## src/rtl/regfile_mp.sv

```systemverilog
// regfile_mp: parametrised register file, two combinational read ports and
// two synchronous write ports. Lane 1 wins on a same-address write. After
// reset a clear engine zeroes one entry per cycle, so the storage needs no
// reset net.
//
// Ports:
//   clk, rst               clock, synchronous active-high reset
//   we0/waddr0/wdata0      write lane 0
//   we1/waddr1/wdata1      write lane 1 (priority over lane 0)
//   raddr0/rdata0          read port 0 (combinational)
//   raddr1/rdata1          read port 1 (combinational)
//   busy                   high while the clear engine runs
module regfile_mp #(
    parameter int unsigned DATA_W   = 32,
    parameter int unsigned ADDR_W   = 5,
    parameter bit          ZERO_REG = 1'b1,
    parameter bit          BYPASS   = 1'b1
) (
    input  logic              clk,
    input  logic              rst,
    input  logic              we0,
    input  logic [ADDR_W-1:0] waddr0,
    input  logic [DATA_W-1:0] wdata0,
    input  logic              we1,
    input  logic [ADDR_W-1:0] waddr1,
    input  logic [DATA_W-1:0] wdata1,
    input  logic [ADDR_W-1:0] raddr0,
    output logic [DATA_W-1:0] rdata0,
    input  logic [ADDR_W-1:0] raddr1,
    output logic [DATA_W-1:0] rdata1,
    output logic              busy
);

    localparam int unsigned DEPTH = 1 << ADDR_W;

    typedef enum logic {
        ST_CLEAR = 1'b0,
        ST_READY = 1'b1
    } state_e;

    state_e            state_q, state_d;
    logic [ADDR_W-1:0] clr_cnt_q, clr_cnt_d;
    logic              busy_q, busy_d;
    logic              clr_en;
    logic              wr0_en;
    logic              wr1_en;

    logic [DATA_W-1:0] mem [DEPTH];

    // Next-state, clear-engine and write-enable decode.
    always_comb begin
        state_d   = state_q;
        clr_cnt_d = clr_cnt_q;
        clr_en    = 1'b0;
        wr0_en    = 1'b0;
        wr1_en    = 1'b0;
        unique case (state_q)
            ST_CLEAR: begin
                clr_en = 1'b1;
                if (clr_cnt_q == ADDR_W'(DEPTH - 1)) begin
                    // Counter parks at the last entry; never wraps back to 0.
                    state_d = ST_READY;
                end else begin
                    clr_cnt_d = clr_cnt_q + ADDR_W'(1);
                end
            end
            ST_READY: begin
                wr0_en = we0 && !(ZERO_REG && (waddr0 == '0));
                wr1_en = we1 && !(ZERO_REG && (waddr1 == '0));
            end
            default: state_d = ST_CLEAR;
        endcase
        // No entry is touched on an edge that samples reset.
        if (rst) begin
            clr_en = 1'b0;
            wr0_en = 1'b0;
            wr1_en = 1'b0;
        end
        busy_d = (state_d == ST_CLEAR);
    end

    // Control state with synchronous reset.
    always_ff @(posedge clk) begin
        if (rst) begin
            state_q   <= ST_CLEAR;
            clr_cnt_q <= '0;
            busy_q    <= 1'b1;
        end else begin
            state_q   <= state_d;
            clr_cnt_q <= clr_cnt_d;
            busy_q    <= busy_d;
        end
    end

    // Storage: no reset, so it maps onto distributed RAM. Lane 1 is written
    // last so it overrides lane 0 on an address collision.
    always_ff @(posedge clk) begin
        if (clr_en) begin
            mem[clr_cnt_q] <= '0;
        end
        if (wr0_en) begin
            mem[waddr0] <= wdata0;
        end
        if (wr1_en) begin
            mem[waddr1] <= wdata1;
        end
    end

    // Read port 0: later assignments take precedence (busy highest).
    always_comb begin
        rdata0 = mem[raddr0];
        if (BYPASS && we0 && (waddr0 == raddr0)) rdata0 = wdata0;
        if (BYPASS && we1 && (waddr1 == raddr0)) rdata0 = wdata1;
        if (ZERO_REG && (raddr0 == '0))          rdata0 = '0;
        if (busy_q)                              rdata0 = '0;
    end

    // Read port 1: same resolution as port 0.
    always_comb begin
        rdata1 = mem[raddr1];
        if (BYPASS && we0 && (waddr0 == raddr1)) rdata1 = wdata0;
        if (BYPASS && we1 && (waddr1 == raddr1)) rdata1 = wdata1;
        if (ZERO_REG && (raddr1 == '0))          rdata1 = '0;
        if (busy_q)                              rdata1 = '0;
    end

    assign busy = busy_q;

endmodule

```

## config.mk

```make
export PLATFORM = sky130hd
export DESIGN_NAME = regfile_mp
export DESIGN_NICKNAME = d
export VERILOG_FILES = /design/src/rtl/regfile_mp.sv
export SDC_FILE = /design/constraint.sdc
export NUM_CORES = 2
export LEC_CHECK = 0
export BUFFER_PORTS_ARGS = -buffer_cell sky130_fd_sc_hd__buf_4
export CORE_MARGIN = 1.5
export CORE_UTILIZATION = 58
export CTS_BUF_LIST = sky130_fd_sc_hd__clkbuf_8 sky130_fd_sc_hd__clkbuf_16
export CTS_CLUSTER_DIAMETER = 60
export DETAILED_ROUTE_END_ITERATION = 10
export PLACE_DENSITY = 0.85
export SLEW_MARGIN = 0
export SYNTH_ARGS = -nofsm -noshare
export SYNTH_HDL_FRONTEND = slang
export SYNTH_SLANG_ARGS = --single-unit
```

## constraint.sdc

```tcl
create_clock -name clk -period 4.8 [get_ports clk]
set_input_delay 0.72 -clock clk [delete_from_list [all_inputs] [get_ports clk]]
set_output_delay 0.72 -clock clk [all_outputs]
set_load 0.02 [all_outputs]
```

==> out/qor.csv <==
stage,metric,value,unit
timing,slew_viol_final,0,
worst_hold_path,hold_class,in2reg,
die,fp-row-count,117,
synth,netlist-cell-type-count,56,
die,coreArea,0.102,sq mm
synth,synth-seq-cells,1031,
worst_hold_path,hold-path-cell-count,2,
worst_setup_path,critical_path.startpoint_type,input port,
global_routing,grt_usage,39.9,%
place,numPortBuffers,152,
synth,async_flop_share,0,%
routing,vias_per_cell,7.74,
power_and_ir_drop,pwr-share-comb,7.8,%
die,io_pins,153,
finish,final_common_cell,edfxtp_1,
synth,synth_area_leaders,"edfxtp_1, mux4_2, mux2_2, o21ai_0, nand2_1",
global_routing,grt_max_degree,73,
power_and_ir_drop,irDropWorstVdd,347,uV
worst_setup_path,crit_arrival,3.49,ns
power_and_ir_drop,p_sw,0.00469,W
place,hpwl,124000,microns
worst_setup_path,worstReg2RegStart,state_q,
synth,synth_edf_count,1024,
timing,period_needed,4.21,ns
clock_network,numClockSinks,1031,
power_and_ir_drop,clkPwrFrac,41.8,%
routing,drtAntennaViolNets,0,
finish,final_core_util,64.9,%
routing,wl_per_cell,35.7,microns
routing,drc,0,
place,place_congestion,0.982,
worst_setup_path,r2r_cells,6,
timing,rsz0062_at_grt,no,
clock_network,post-cts-setup-buffers,0,
clock_network,clk_pin_slew,0.07,ns
flow_run,cap_violations,0,
die,die_x,324,microns
clock_network,cts.path.max_buffers,3,
worst_setup_path,path_class,in2out,
synth,synthesis.nets,4569,
timing,fin_crit_sh,87.8,%
die,die_h,324,microns
run_status,status,finished clean,
worst_setup_path,cp.required,4.08,ns
clock_network,cts_tree,built,
synth,syn_inst,4479,
worst_setup_path,rrSetupSlack,0.91,ns
synth,ys_seq_area_share,51.8,%
power_and_ir_drop,intPower,0.0149,W
global_routing,overflow,0,
clock_network,cts_resized,0,
synth,syn_area_per_cell,13.3,sq um
die,start_util,58.6,%
die,fp.dieArea,0.105,sq mm
worst_setup_path,end_kind,primary output,
routing,drt_iter0_drc,8728,
worst_setup_path,cp_max_fo,29,
finish,drive_gt1_share,33.4,%
place,dpl_cell_area,0.0627,sq mm
power_and_ir_drop,seqPwrFrac,50.4,%
power_and_ir_drop,netSwitchingFraction,24.0,%
clock_network,htreeDepth,3,
timing,finalClockSkew,0.0339,ns
clock_network,cts_inserted_buffers,104,
global_routing,grt_pass1_wl,298000,microns
power_and_ir_drop,p_leak,20.9,nW
timing,worst_pin_slew,1.31,ns
clock_network,cts_root_buf,clkbuf_16,
synth,yosysTopAreaCell,edfxtp_1,
worst_hold_path,min_to,clr_cnt_q[1],
synth,ys_warn_count,0,
routing,drt-total-wl,209000,microns
worst_setup_path,rr_endpoint,mem[17][20],
finish,nFillCells,6777,
timing,setup_viol,0,
synth,yosys_most_used_dff,edfxtp_1,
routing,num_vias,45200,
power_and_ir_drop,p_per_area,296,mW/mm^2
routing,first_pass_iters,8,
finish,areaGrowthSynthToFinish,10.8,%
timing,final_hold_viol_count,0,
finish,final_cell_area,0.0661,sq mm
finish,final_cell_mix,"edfxtp_1, nand2_1, o21ai_0",
timing,maxSlewHeadroom,12.4,%
clock_network,clk_latency,0.73,ns
clock_network,cts_hold_repair.buffers,0,
timing,whs,0.288,ns
worst_hold_path,hp-start,rst,
global_routing,antenna_found_initial,13,
synth,netlist_area,0.0597,sq mm
synth,synth_top_area_share,51.5,%
finish,layout.nets,4461,
timing,max_freq,237,MHz
global_routing,grt_pass1_vias,44900,
==> Yosys cell counts, types with 3 or more instances <==
master    instances
inv_1            39
nor2b_1           3
a221o_1          32
clkbuf_1        365
o21ai_0         688
xnor2_1          13
buf_4            13
nor3_1           11
o21bai_1          7
and3_1           34
o22ai_2           3
nand2_1         733
nor2_1           23
buf_2           127
nand2b_1          3
buf_1            54
or3_1             3
nand3b_1          4
xor2_1           10
edfxtp_1       1024
mux2i_1          97
buf_6             9
nor4_1           36
mux2_2          352
o21ai_1          31
a21oi_1           4
nand3_1           6
o22ai_1         169
mux4_2          543
dfxtp_1           7
a31oi_1           3
==> through the flow <==
step	setup slack (ns)	TNS (ns)	power, W	std cells
finish	0.587	0	0.0196	5840
detailed placement	0.757	0	0.0115	5633
CTS	0.741	0	0.0194	5824
global placement	0.823	0	0.0115	5633
global route	0.552	0	0.0198	5828
floorplan	-0.151	-19.28	0.0110	4479
==> flip-flops by register name (all words and copies together) (netlist names) <==
name	count
busy	1
mem	1024
state_q	1
clr_cnt_q	5
==> power groups by stage <==
stage          Clock [W]  Sequential [W]  Combinational (W)
5_1_grt          0.00840         0.00985            0.00155
4_1_cts          0.00809         0.00985            0.00147
3_3_place_gp           0          0.0100            0.00144
6_report         0.00817         0.00985            0.00153
3_5_place_dp           0          0.0100            0.00146
2_1_floorplan          0          0.0100           0.000952
==> critical path, stage by stage <==
cell	delay, ns
buf_8	0.32
xor2_1	0.12
nor4_1	0.58
nand3_1	0.22
nor2_4	0.71
buf_4	0.39
a221o_1	0.21
buf_4	0.14
==> worst max path at each step <==
stage,slack [ns],cells after the start,end,start
after floorplan,-0.15,8,mem[16][0],waddr0[1]
after global placement,0.82,8,rdata0[8],raddr0[0]
after detailed placement,0.76,8,rdata0[8],raddr0[0]
after CTS,0.74,8,rdata0[8],raddr0[0]
after global routing,0.55,8,rdata0[8],raddr0[0]
final,0.59,8,rdata0[3],raddr0[0]
==> cell families (layout without fill, tap and decap cells) <==
logic type,after synthesis,after routing,share of synthesized area [%]
fa+ha+maj,2,2,0.0419
compound gates,950,950,8.79
simple gates,874,874,6.02
flops,1031,1031,51.8
xor+xnor,23,23,0.338
mux,992,992,28.8
buf+inv,607,584,4.28
other cells,0,16,0
==> layout make-up <==
class	count	area [sq um]	area share (%)
sequential	1031	30900	46.7
multi-input combinational	2841	26800	40.6
timing repair buffer	354	3160	4.77
clock buffer	105	2630	3.97
tap	1368	1710	2.59
clock inverter	86	721	1.09
inverter	39	146	0.221
antenna	16	40.0	0.0605
==> per-layer routing <==
metal / track usage (%) / vias to the layer above / wire (microns)
li1: - / 17300 / -
met1: 48.4 / 21700 / 61700
met2: 57.9 / 4963 / 90400
met3: 15.5 / 1245 / 37500
met4: 29.7 / 14 / 18700
met5: 1.02 / - / 326
Note: power is estimated with default switching activity, not from simulation.
